--- config.mk ---
export PLATFORM = sky130hd
export DESIGN_NAME = mem_port_arbiter
export DESIGN_NICKNAME = d
export VERILOG_FILES = /design/src/rtl/arb_pkg.sv /design/src/rtl/arb_starve_counter.sv /design/src/rtl/mem_port_arbiter.sv
export SDC_FILE = /design/constraint.sdc
export NUM_CORES = 1
export LEC_CHECK = 0
export CAP_MARGIN = 30
export CORE_ASPECT_RATIO = 0.75
export CORE_MARGIN = 2
export CORE_UTILIZATION = 45
export CTS_BUF_LIST = sky130_fd_sc_hd__clkbuf_8
export CTS_CLUSTER_DIAMETER = 100
export DETAILED_ROUTE_END_ITERATION = 12
export HOLD_SLACK_MARGIN = 0.05
export PLACE_DENSITY = 0.86
export SETUP_SLACK_MARGIN = 0.15
export SLEW_MARGIN = 40
export SYNTH_ARGS = -nofsm -noshare
export SYNTH_HDL_FRONTEND = slang
export SYNTH_SLANG_ARGS = --single-unit
--- constraint.sdc ---
create_clock -name clk -period 4.1 [get_ports clk]
set_input_delay 0.82 -clock clk [delete_from_list [all_inputs] [get_ports clk]]
set_output_delay 0.82 -clock clk [all_outputs]
set_load 0.01 [all_outputs]
--- src/rtl/arb_pkg.sv ---
// Shared types for the memory port arbiter: arbitration state, read-owner tags
// and the width used by the wait/burst counters.
package arb_pkg;

  typedef enum logic {
    ARB      = 1'b0,
    IO_BURST = 1'b1
  } arb_state_e;

  typedef enum logic [1:0] {
    OWN_NONE = 2'd0,
    OWN_CPU  = 2'd1,
    OWN_IO   = 2'd2
  } owner_e;

  // Wide enough for MAX_WAIT and BURST_MAX up to 15.
  localparam int CNT_W = 4;

  // Who gets the read data that comes back next cycle.
  function automatic owner_e read_owner(input logic cpu_win, input logic cpu_we,
                                        input logic io_win, input logic io_we);
    if (cpu_win && !cpu_we) return OWN_CPU;
    if (io_win && !io_we) return OWN_IO;
    return OWN_NONE;
  endfunction

endpackage

--- src/rtl/arb_starve_counter.sv ---
// Counts consecutive cycles the IO requester was denied; saturates at MAX_WAIT
// and flags starvation so the arbiter can force an IO win.
module arb_starve_counter
  import arb_pkg::*;
#(
  parameter int MAX_WAIT = 4
) (
  input  logic clk,
  input  logic reset,
  input  logic io_req,
  input  logic io_gnt,
  output logic starved
);

  localparam logic [CNT_W-1:0] WAIT_LIM = CNT_W'(MAX_WAIT);

  logic [CNT_W-1:0] wait_cnt;

  assign starved = (wait_cnt == WAIT_LIM);

  always_ff @(posedge clk or negedge reset) begin
    if (!reset) begin
      wait_cnt <= '0;
    end else if (io_gnt) begin
      wait_cnt <= '0;
    end else if (io_req && !starved) begin
      wait_cnt <= wait_cnt + CNT_W'(1);
    end
  end

endmodule

--- src/rtl/mem_port_arbiter.sv ---
// Shares the single Memory port A between the CPU FSM and the IO requester:
// CPU priority, anti-starvation for IO, bounded IO burst lock, 1-cycle read return.
module mem_port_arbiter
  import arb_pkg::*;
#(
  parameter int ADDR_WIDTH = 16,
  parameter int DATA_WIDTH = 16,
  parameter int MAX_WAIT   = 4,
  parameter int BURST_MAX  = 8
) (
  input  logic                  clk,
  input  logic                  reset,
  input  logic                  cpu_req,
  input  logic                  cpu_we,
  input  logic [ADDR_WIDTH-1:0] cpu_addr,
  input  logic [DATA_WIDTH-1:0] cpu_wdata,
  output logic                  cpu_gnt,
  output logic                  cpu_rvalid,
  output logic [DATA_WIDTH-1:0] cpu_rdata,
  input  logic                  io_req,
  input  logic                  io_we,
  input  logic                  io_lock,
  input  logic [ADDR_WIDTH-1:0] io_addr,
  input  logic [DATA_WIDTH-1:0] io_wdata,
  output logic                  io_gnt,
  output logic                  io_rvalid,
  output logic [DATA_WIDTH-1:0] io_rdata,
  output logic                  mem_we,
  output logic [ADDR_WIDTH-1:0] mem_addr,
  output logic [DATA_WIDTH-1:0] mem_wdata,
  input  logic [DATA_WIDTH-1:0] mem_rdata
);

  localparam logic [CNT_W-1:0] BURST_LIM = CNT_W'(BURST_MAX);

  arb_state_e            state_p1, state_nxt;
  logic [CNT_W-1:0]      burst_cnt_p1, burst_cnt_nxt;
  owner_e                owner_p1;
  logic                  starved;
  logic                  burst_cont, burst_done;
  logic                  cpu_win, io_win;
  logic [ADDR_WIDTH-1:0] mem_addr_p1;
  logic [DATA_WIDTH-1:0] mem_wdata_p1;
  logic [DATA_WIDTH-1:0] cpu_rdata_p1, io_rdata_p1;

  arb_starve_counter #(
    .MAX_WAIT (MAX_WAIT)
  ) u_starve (
    .clk     (clk),
    .reset   (reset),
    .io_req  (io_req),
    .io_gnt  (io_gnt),
    .starved (starved)
  );

  assign cpu_gnt = cpu_win;
  assign io_gnt  = io_win;

  // Stage p0: grant decision, burst FSM next state and memory command mux.
  always_comb begin
    burst_done = (state_p1 == IO_BURST) && (burst_cnt_p1 == BURST_LIM);
    burst_cont = (state_p1 == IO_BURST) && io_req && io_lock && (burst_cnt_p1 < BURST_LIM);

    io_win  = 1'b0;
    cpu_win = 1'b0;
    if (reset) begin
      if (burst_cont) begin
        io_win = 1'b1;
      end else begin
        // A burst that ran to its limit hands the next slot to the CPU.
        io_win  = io_req && (!cpu_req || (starved && !burst_done));
        cpu_win = cpu_req && !io_win;
      end
    end

    state_nxt     = ARB;
    burst_cnt_nxt = '0;
    if (burst_cont) begin
      state_nxt     = IO_BURST;
      burst_cnt_nxt = burst_cnt_p1 + CNT_W'(1);
    end else if (io_win && io_lock) begin
      state_nxt     = IO_BURST;
      burst_cnt_nxt = CNT_W'(1);
    end

    mem_we    = 1'b0;
    mem_addr  = mem_addr_p1;
    mem_wdata = mem_wdata_p1;
    if (cpu_win) begin
      mem_we    = cpu_we;
      mem_addr  = cpu_addr;
      mem_wdata = cpu_wdata;
    end else if (io_win) begin
      mem_we    = io_we;
      mem_addr  = io_addr;
      mem_wdata = io_wdata;
    end
  end

  // Stage p1: arbitration state, read owner and last driven address/data.
  always_ff @(posedge clk or negedge reset) begin
    if (!reset) begin
      state_p1     <= ARB;
      burst_cnt_p1 <= '0;
      owner_p1     <= OWN_NONE;
      mem_addr_p1  <= '0;
      mem_wdata_p1 <= '0;
    end else begin
      state_p1     <= state_nxt;
      burst_cnt_p1 <= burst_cnt_nxt;
      owner_p1     <= read_owner(cpu_win, cpu_we, io_win, io_we);
      if (cpu_win || io_win) begin
        mem_addr_p1  <= mem_addr;
        mem_wdata_p1 <= mem_wdata;
      end
    end
  end

  assign cpu_rvalid = (owner_p1 == OWN_CPU);
  assign io_rvalid  = (owner_p1 == OWN_IO);

  // Each side keeps its last returned word so the shared bus never leaks across.
  always_ff @(posedge clk) begin
    if (cpu_rvalid) cpu_rdata_p1 <= mem_rdata;
    if (io_rvalid) io_rdata_p1 <= mem_rdata;
  end

  assign cpu_rdata = cpu_rvalid ? mem_rdata : cpu_rdata_p1;
  assign io_rdata  = io_rvalid ? mem_rdata : io_rdata_p1;

endmodule

==> results of run 1 <==
[worst max-delay path, cell delays in order]
cell,delay (ps)
clkdlybuf4s50_1,460
buf_4,190
o21ai_2,310
buf_4,360
nand2b_1,140
o221a_1,140
clkdlybuf4s50_1,490
[layout by cell type (no fill, tap or decap), types with 2 or more instances in the layout]
master,count
clkdlybuf4s50_1,154
o221a_1,64
dfrtp_1,43
nand2b_1,32
dfxtp_1,32
mux2_2,23
clkbuf_8,10
buf_4,10
mux2_1,9
inv_1,7
nor2_1,6
nand3_1,4
nand2_1,4
a21oi_1,4
ha_1,4
inv_2,2
xnor2_1,2
nand4_1,2
inv_4,2
inv_6,2
[worst min path at each step]
stage                           from              endpoint  slack, ps  cells after the start
floorplan            burst_cnt_p1[0]       burst_cnt_p1[0]        470                      1
detailed placement   cpu_rdata_p1[7]       cpu_rdata_p1[7]        450                      1
global placement    cpu_rdata_p1[12]      cpu_rdata_p1[12]        440                      1
finish                         reset  u_starve.wait_cnt[1]        330                      1
CTS                            reset  u_starve.wait_cnt[1]        330                      1
global route                   reset  u_starve.wait_cnt[1]        320                      1
[logic make-up after synthesis]
group | synth area share
AOI/OAI and AO/OA | 0.222
xor gates and xnor gates | 0.00506
adders and majority gates | 0.0145
buffers and inverters | 0.0535
DFF | 0.496
muxes | 0.107
and+or+nand+nor | 0.102
[power by group]
part,switching [mW],internal (mW)
combinational,0.397,0.597
clock,0.285,0.304
sequential,0.0549,0.924
total,0.737,1.83
[area by class of cell]
cell class                      instances  area [um2]
Fill cell                             556        2120
Timing Repair Buffer                  165        1620
Sequential cell                        75        1720
Tap cell                              101         126
Inverter                                9        33.8
Clock inverter                          6        68.8
Multi-Input combinational cell        169        1570
Clock buffer                           10         138
[state kept, by name, indices dropped and copies added (netlist names)]
| signal | cells |
|---|---|
| u_starve.wait_cnt | 4 |
| mem_wdata_p1 | 16 |
| burst_cnt_p1 | 4 |
| owner_p1 | 2 |
| io_rdata_p1 | 16 |
| mem_addr_p1 | 16 |
| cpu_rdata_p1 | 16 |
| state_p1 | 1 |
[routing by layer]
metal	vias up	routed length [um]
met5	-	0
met4	0	118
met3	9	627
met2	102	4490
met1	1387	3840
li1	1369	-
[synthesized netlist by cell type, types with 5 or more instances]
cell type,number
inv_1,7
buf_4,5
dfrtp_1,43
nand3_1,5
o221a_1,64
clkbuf_1,6
mux2_2,23
buf_6,6
nand2b_1,33
dfxtp_1,32
nor2_1,6
mux2_1,9
==> impl_metrics.env, run 1 <==
export IMPL_wl_per_cell_um=17.0
export IMPL_grt_pass1_vias=2892
export IMPL_synth_area_leaders="dfrtp_1, o221a_1, dfxtp_1"
export IMPL_syn_num_nets=366
export IMPL_diodes=0
export IMPL_syn_area_per_cell_um2=12.6
export IMPL_synth_top_flop_cell="dfrtp_1"
export IMPL_clk_path_buf_depth=2
export IMPL_crit_path_end="mem_wdata[8]"
export IMPL_layout_drive_gt1_share=0.131
export IMPL_root_buffer="clkbuf_8"
export IMPL_ir_drop_v=0.000291
export IMPL_die_area_mm2=0.00842
export IMPL_globalplace_congestion=0.793
export IMPL_post_cts_buffers=0
export IMPL_critPathLaunchType="primary input"
export IMPL_hold_class="in -> async"
export IMPL_cp_end_kind="primary output"
export IMPL_ys_ff_latch=75
export IMPL_finClkSkew_ps=13.8
export IMPL_finalCritPeriodShare=0.919
export IMPL_grt_met2_usage=0.374
export IMPL_syn2layout_area_growth_pct=52.4
export IMPL_hold_slack_ps=330
export IMPL_h_tree_depth=3
export IMPL_grt_busiest_layer="met2"
export IMPL_critPathRequiredTime_ps=3280
export IMPL_drt_iter0_markers=106
export IMPL_ant_nets=0
export IMPL_dpl_cell_count=519
export IMPL_setup_violations=0
export IMPL_reg2reg_to="mem_addr_p1[13]"
export IMPL_design_core_area_mm2=0.00740
export IMPL_hold_viol=0
export IMPL_pre_cts_ws_ps=324
export IMPL_cts_tree="yes"
export IMPL_drv_cap=0
export IMPL_syn_area_mm2=0.00346
export IMPL_startpoint="io_req"
export IMPL_cts_resized=0
export IMPL_vias_per_cell=5.36
export IMPL_io_buffers=155
export IMPL_p_total_mw=2.56
export IMPL_ys_seq_area_frac=0.496
export IMPL_status="finished clean"
export IMPL_grt_max_degree=42
export IMPL_fin_crit_ps=3770
export IMPL_synth_area_leader_cell="dfrtp_1"
export IMPL_powerDensity_mw_per_mm2=486
export IMPL_synth_edff_count=0
export IMPL_grt_setup_unrepaired="false"
export IMPL_clk_pin_slew_ps=80
export IMPL_routed_wirelength_um=9080
export IMPL_worstSetupPathType="in -> out"
export IMPL_tightestPinTransition_ps=460
export IMPL_finalNonFillerCells=535
export IMPL_initial_core_util=0.468
export IMPL_yosys_warnings=0
export IMPL_cp_max_fo=26
export IMPL_die_width_um=105
export IMPL_rows=27
export IMPL_grt_met1_usage=0.258
export IMPL_fmax_mhz=266
export IMPL_grtUsageTotal=0.216
export IMPL_postLayoutCellArea_mm2=0.00528
export IMPL_critPathArrivalTime_ps=2950
export IMPL_r2r_slack_ps=2090
export IMPL_cts_buffers=9
export IMPL_setup_tns_ps=0
export IMPL_pin_count=156
export IMPL_slew_headroom=0.693
export IMPL_slew_violations=0
export IMPL_synthCells=275
export IMPL_cts_num_sinks=75
export IMPL_async_flop_share=0.573
export IMPL_finish_utilization=0.713
export IMPL_worst_slack_ps=334
export IMPL_clk_latency_ps=350
export IMPL_met3_usage=0.0759
export IMPL_yosysTopAreaCellShare=0.311
export IMPL_cellLeakagePower_nw=2.05
export IMPL_vias=2867
export IMPL_overflow=0
export IMPL_synth_cell_types=33
export IMPL_cts_hold_buf=0
export IMPL_r2r_start="u_starve.wait_cnt[0]"
export IMPL_die_h_um=79.9
export IMPL_rr_worst_depth=7
export IMPL_fin_nets=520
export IMPL_antenna_found_initial=0
export IMPL_grt_pass1_wl_um=14100
export IMPL_place_area_mm2=0.00507
export IMPL_route_detailed_drc=0
export IMPL_first_pass_iters=4
export IMPL_dp_hpwl_um=6810
No activity file was read; power rests on OpenSTA's default activity.
==> run 2, diff against run 1 <==
Settings changed: CELL_PAD_IN_SITES_DETAIL_PLACEMENT set to 1, CELL_PAD_IN_SITES_GLOBAL_PLACEMENT set to 2, CORE_UTILIZATION 45 to 28, PLACE_DENSITY 0.86 to unset, PLACE_DENSITY_LB_ADDON set to 0.1.
==> run 2 against run 1 <==
Setup slack better by 33 ps. Die area grew 58%. Utilization fell by 27 points. Sequential power about the same. Critical path depth up 1. Clock skew fell by 4.6 ps. Clock power increased by 2%. Non-clock buffer count did not move. Wire length is 12% higher. Register-to-register slack got worse by 120 ps. Sequential share of layout area is 0.56 points lower. Largest cell class unchanged.
==> impl_metrics.env, run 2 (synthesized netlist as in run 1, its figures left out) <==
export IMPL_met3_usage=0.0475
export IMPL_cts_hold_buf=0
export IMPL_die_h_um=100
export IMPL_clockPowerShare=0.234
export IMPL_globalplace_congestion=0.705
export IMPL_cp_max_fo=19
export IMPL_finalCritPeriodShare=0.911
export IMPL_cp_end_kind="primary output"
export IMPL_postLayoutCellArea_mm2=0.00537
export IMPL_power_switching_mw=0.726
export IMPL_die_area_mm2=0.0133
export IMPL_place_area_mm2=0.00515
export IMPL_pin_count=156
export IMPL_finClkSkew_ps=9.17
export IMPL_critPathArrivalTime_ps=2910
export IMPL_vias_per_cell=4.82
export IMPL_overflow=0
export IMPL_p_int_mw=1.85
export IMPL_wl_per_cell_um=17.0
export IMPL_clk_path_buf_depth=2
export IMPL_vias=2891
export IMPL_fillCellCount=1326
export IMPL_slew_violations=0
export IMPL_fmax_mhz=268
export IMPL_layout_common_cells="clkdlybuf4s50_1, o221a_1, dfrtp_1"
export IMPL_route_detailed_drc=0
export IMPL_ir_drop_v=0.000243
export IMPL_powerDensity_mw_per_mm2=480
export IMPL_grt_setup_unrepaired="false"
export IMPL_hold_class="in -> async"
export IMPL_slew_headroom=0.665
export IMPL_critPathRequiredTime_ps=3280
export IMPL_hold_viol=0
export IMPL_seqPwrFrac=0.379
export IMPL_setup_violations=0
export IMPL_status="finished clean"
export IMPL_grt_pass1_vias=3076
export IMPL_clk_latency_ps=350
export IMPL_antenna_found_initial=0
export IMPL_fin_nets=520
export IMPL_cellLeakagePower_nw=2.06
export IMPL_hold_slack_ps=408
export IMPL_ant_nets=0
export IMPL_power_frac_comb=0.388
export IMPL_first_pass_iters=4
export IMPL_finalNonFillerCells=600
export IMPL_grt_busiest_layer="met2"
export IMPL_cts_num_sinks=75
export IMPL_regArea_mm2=0.00172
export IMPL_clk_pin_slew_ps=80
export IMPL_p_total_mw=2.58
export IMPL_cts_tree="yes"
export IMPL_syn2layout_area_growth_pct=55.1
export IMPL_dp_hpwl_um=7490
export IMPL_worstSetupPathType="in -> out"
export IMPL_h_tree_depth=3
export IMPL_critPathLaunchType="primary input"
export IMPL_grt_pass1_wl_um=16400
export IMPL_initial_core_util=0.284
export IMPL_routed_wirelength_um=10200
export IMPL_tightestPinTransition_ps=502
export IMPL_drv_cap=0
export IMPL_grt_met1_usage=0.208
export IMPL_diodes=0
export IMPL_switching_share=0.282
export IMPL_dpl_cell_count=584
export IMPL_root_buffer="clkbuf_8"
export IMPL_rows=35
export IMPL_setup_tns_ps=0
export IMPL_drt_iter0_markers=85
export IMPL_grtUsageTotal=0.158
export IMPL_design_core_area_mm2=0.0122
export IMPL_io_buffers=155
export IMPL_die_width_um=132
export IMPL_final_common_cell="clkdlybuf4s50_1"
export IMPL_grt_met2_usage=0.255
export IMPL_multi_input_area_mm2=0.00157
export IMPL_grt_max_degree=37
export IMPL_layout_drive_gt1_share=0.131
export IMPL_fin_crit_ps=3730
export IMPL_cts_buffers=9
==> run 2: changes by cell type in the layout (fill, tap and decap cells not counted), sizes merged <==
| cell | previous run | this run |
|---|---|---|
| inv | 13 | 10 |
| clkbuf | 10 | 12 |
| clkdlybuf4s50 | 154 | 153 |
| clkinv | 1 | 2 |
| dlymetal6s2s | 0 | 1 |
==> run 2: worst paths after layout <==
check | cells past startpoint | startpoint | end | slack [ps]
max | 8 | io_lock | mem_we | 370
min | 1 | reset | state_p1 | 410
max reg2reg | 8 | u_starve.wait_cnt[0] | mem_wdata_p1[3] | 1970
min reg2reg | 1 | cpu_rdata_p1[11] | cpu_rdata_p1[11] | 470
max in group asynchronous | 2 | reset | mem_addr_p1[1] | 2930
min in group clk | 1 | cpu_rdata_p1[11] | cpu_rdata_p1[11] | 470
==> run 2: worst max-delay path, cell delays in order <==
cell             delay [ps]
clkdlybuf4s50_1         540
nand4b_4                170
o211ai_1                150
nand3_2                 130
buf_4                   240
inv_2                   150
a22o_1                  160
clkdlybuf4s50_1         550
==> run 2: stage by stage <==
step / worst slack (ps) / util
global route: 223 / 0.441
floorplan: 1330 / -
detailed placement: 231 / 0.423
CTS: 217 / 0.440
global placement: 253 / 0.423
finish: 366 / 0.441
==> run 2: repair_timing <==
action | CTS | global route
setup buffers | 0 | 0
setup endpoints to repair | 0 | 21
gates resized for setup | 0 | 2
endpoints found under the hold margin | 0 | 0
==> run 2: cell type report <==
type                    count  share of cell area
clock buffers              12              0.0308
multi-input cells         169               0.293
repair buffers            165               0.303
well taps                 166              0.0387
inverters                   9             0.00629
clock inverters             4             0.00862
flip-flops and latches     75               0.320
==> run 2: power by group through the flow <==
stage / Combinational (mW) / Clock, mW / Sequential (mW)
2_1_floorplan: 0.494 / 0 / 0.973
3_5_place_dp: 1.01 / 0 / 0.994
4_1_cts: 1.01 / 0.631 / 0.978
5_1_grt: 1.08 / 0.658 / 0.999
6_report: 0.999 / 0.602 / 0.976
3_3_place_gp: 0.994 / 0 / 0.982
==> run 2: per-layer routing <==
metal,wire [um],part of all wire
met4,119,0.012
met2,4660,0.46
met5,0,0
met3,591,0.058
met1,4840,0.47
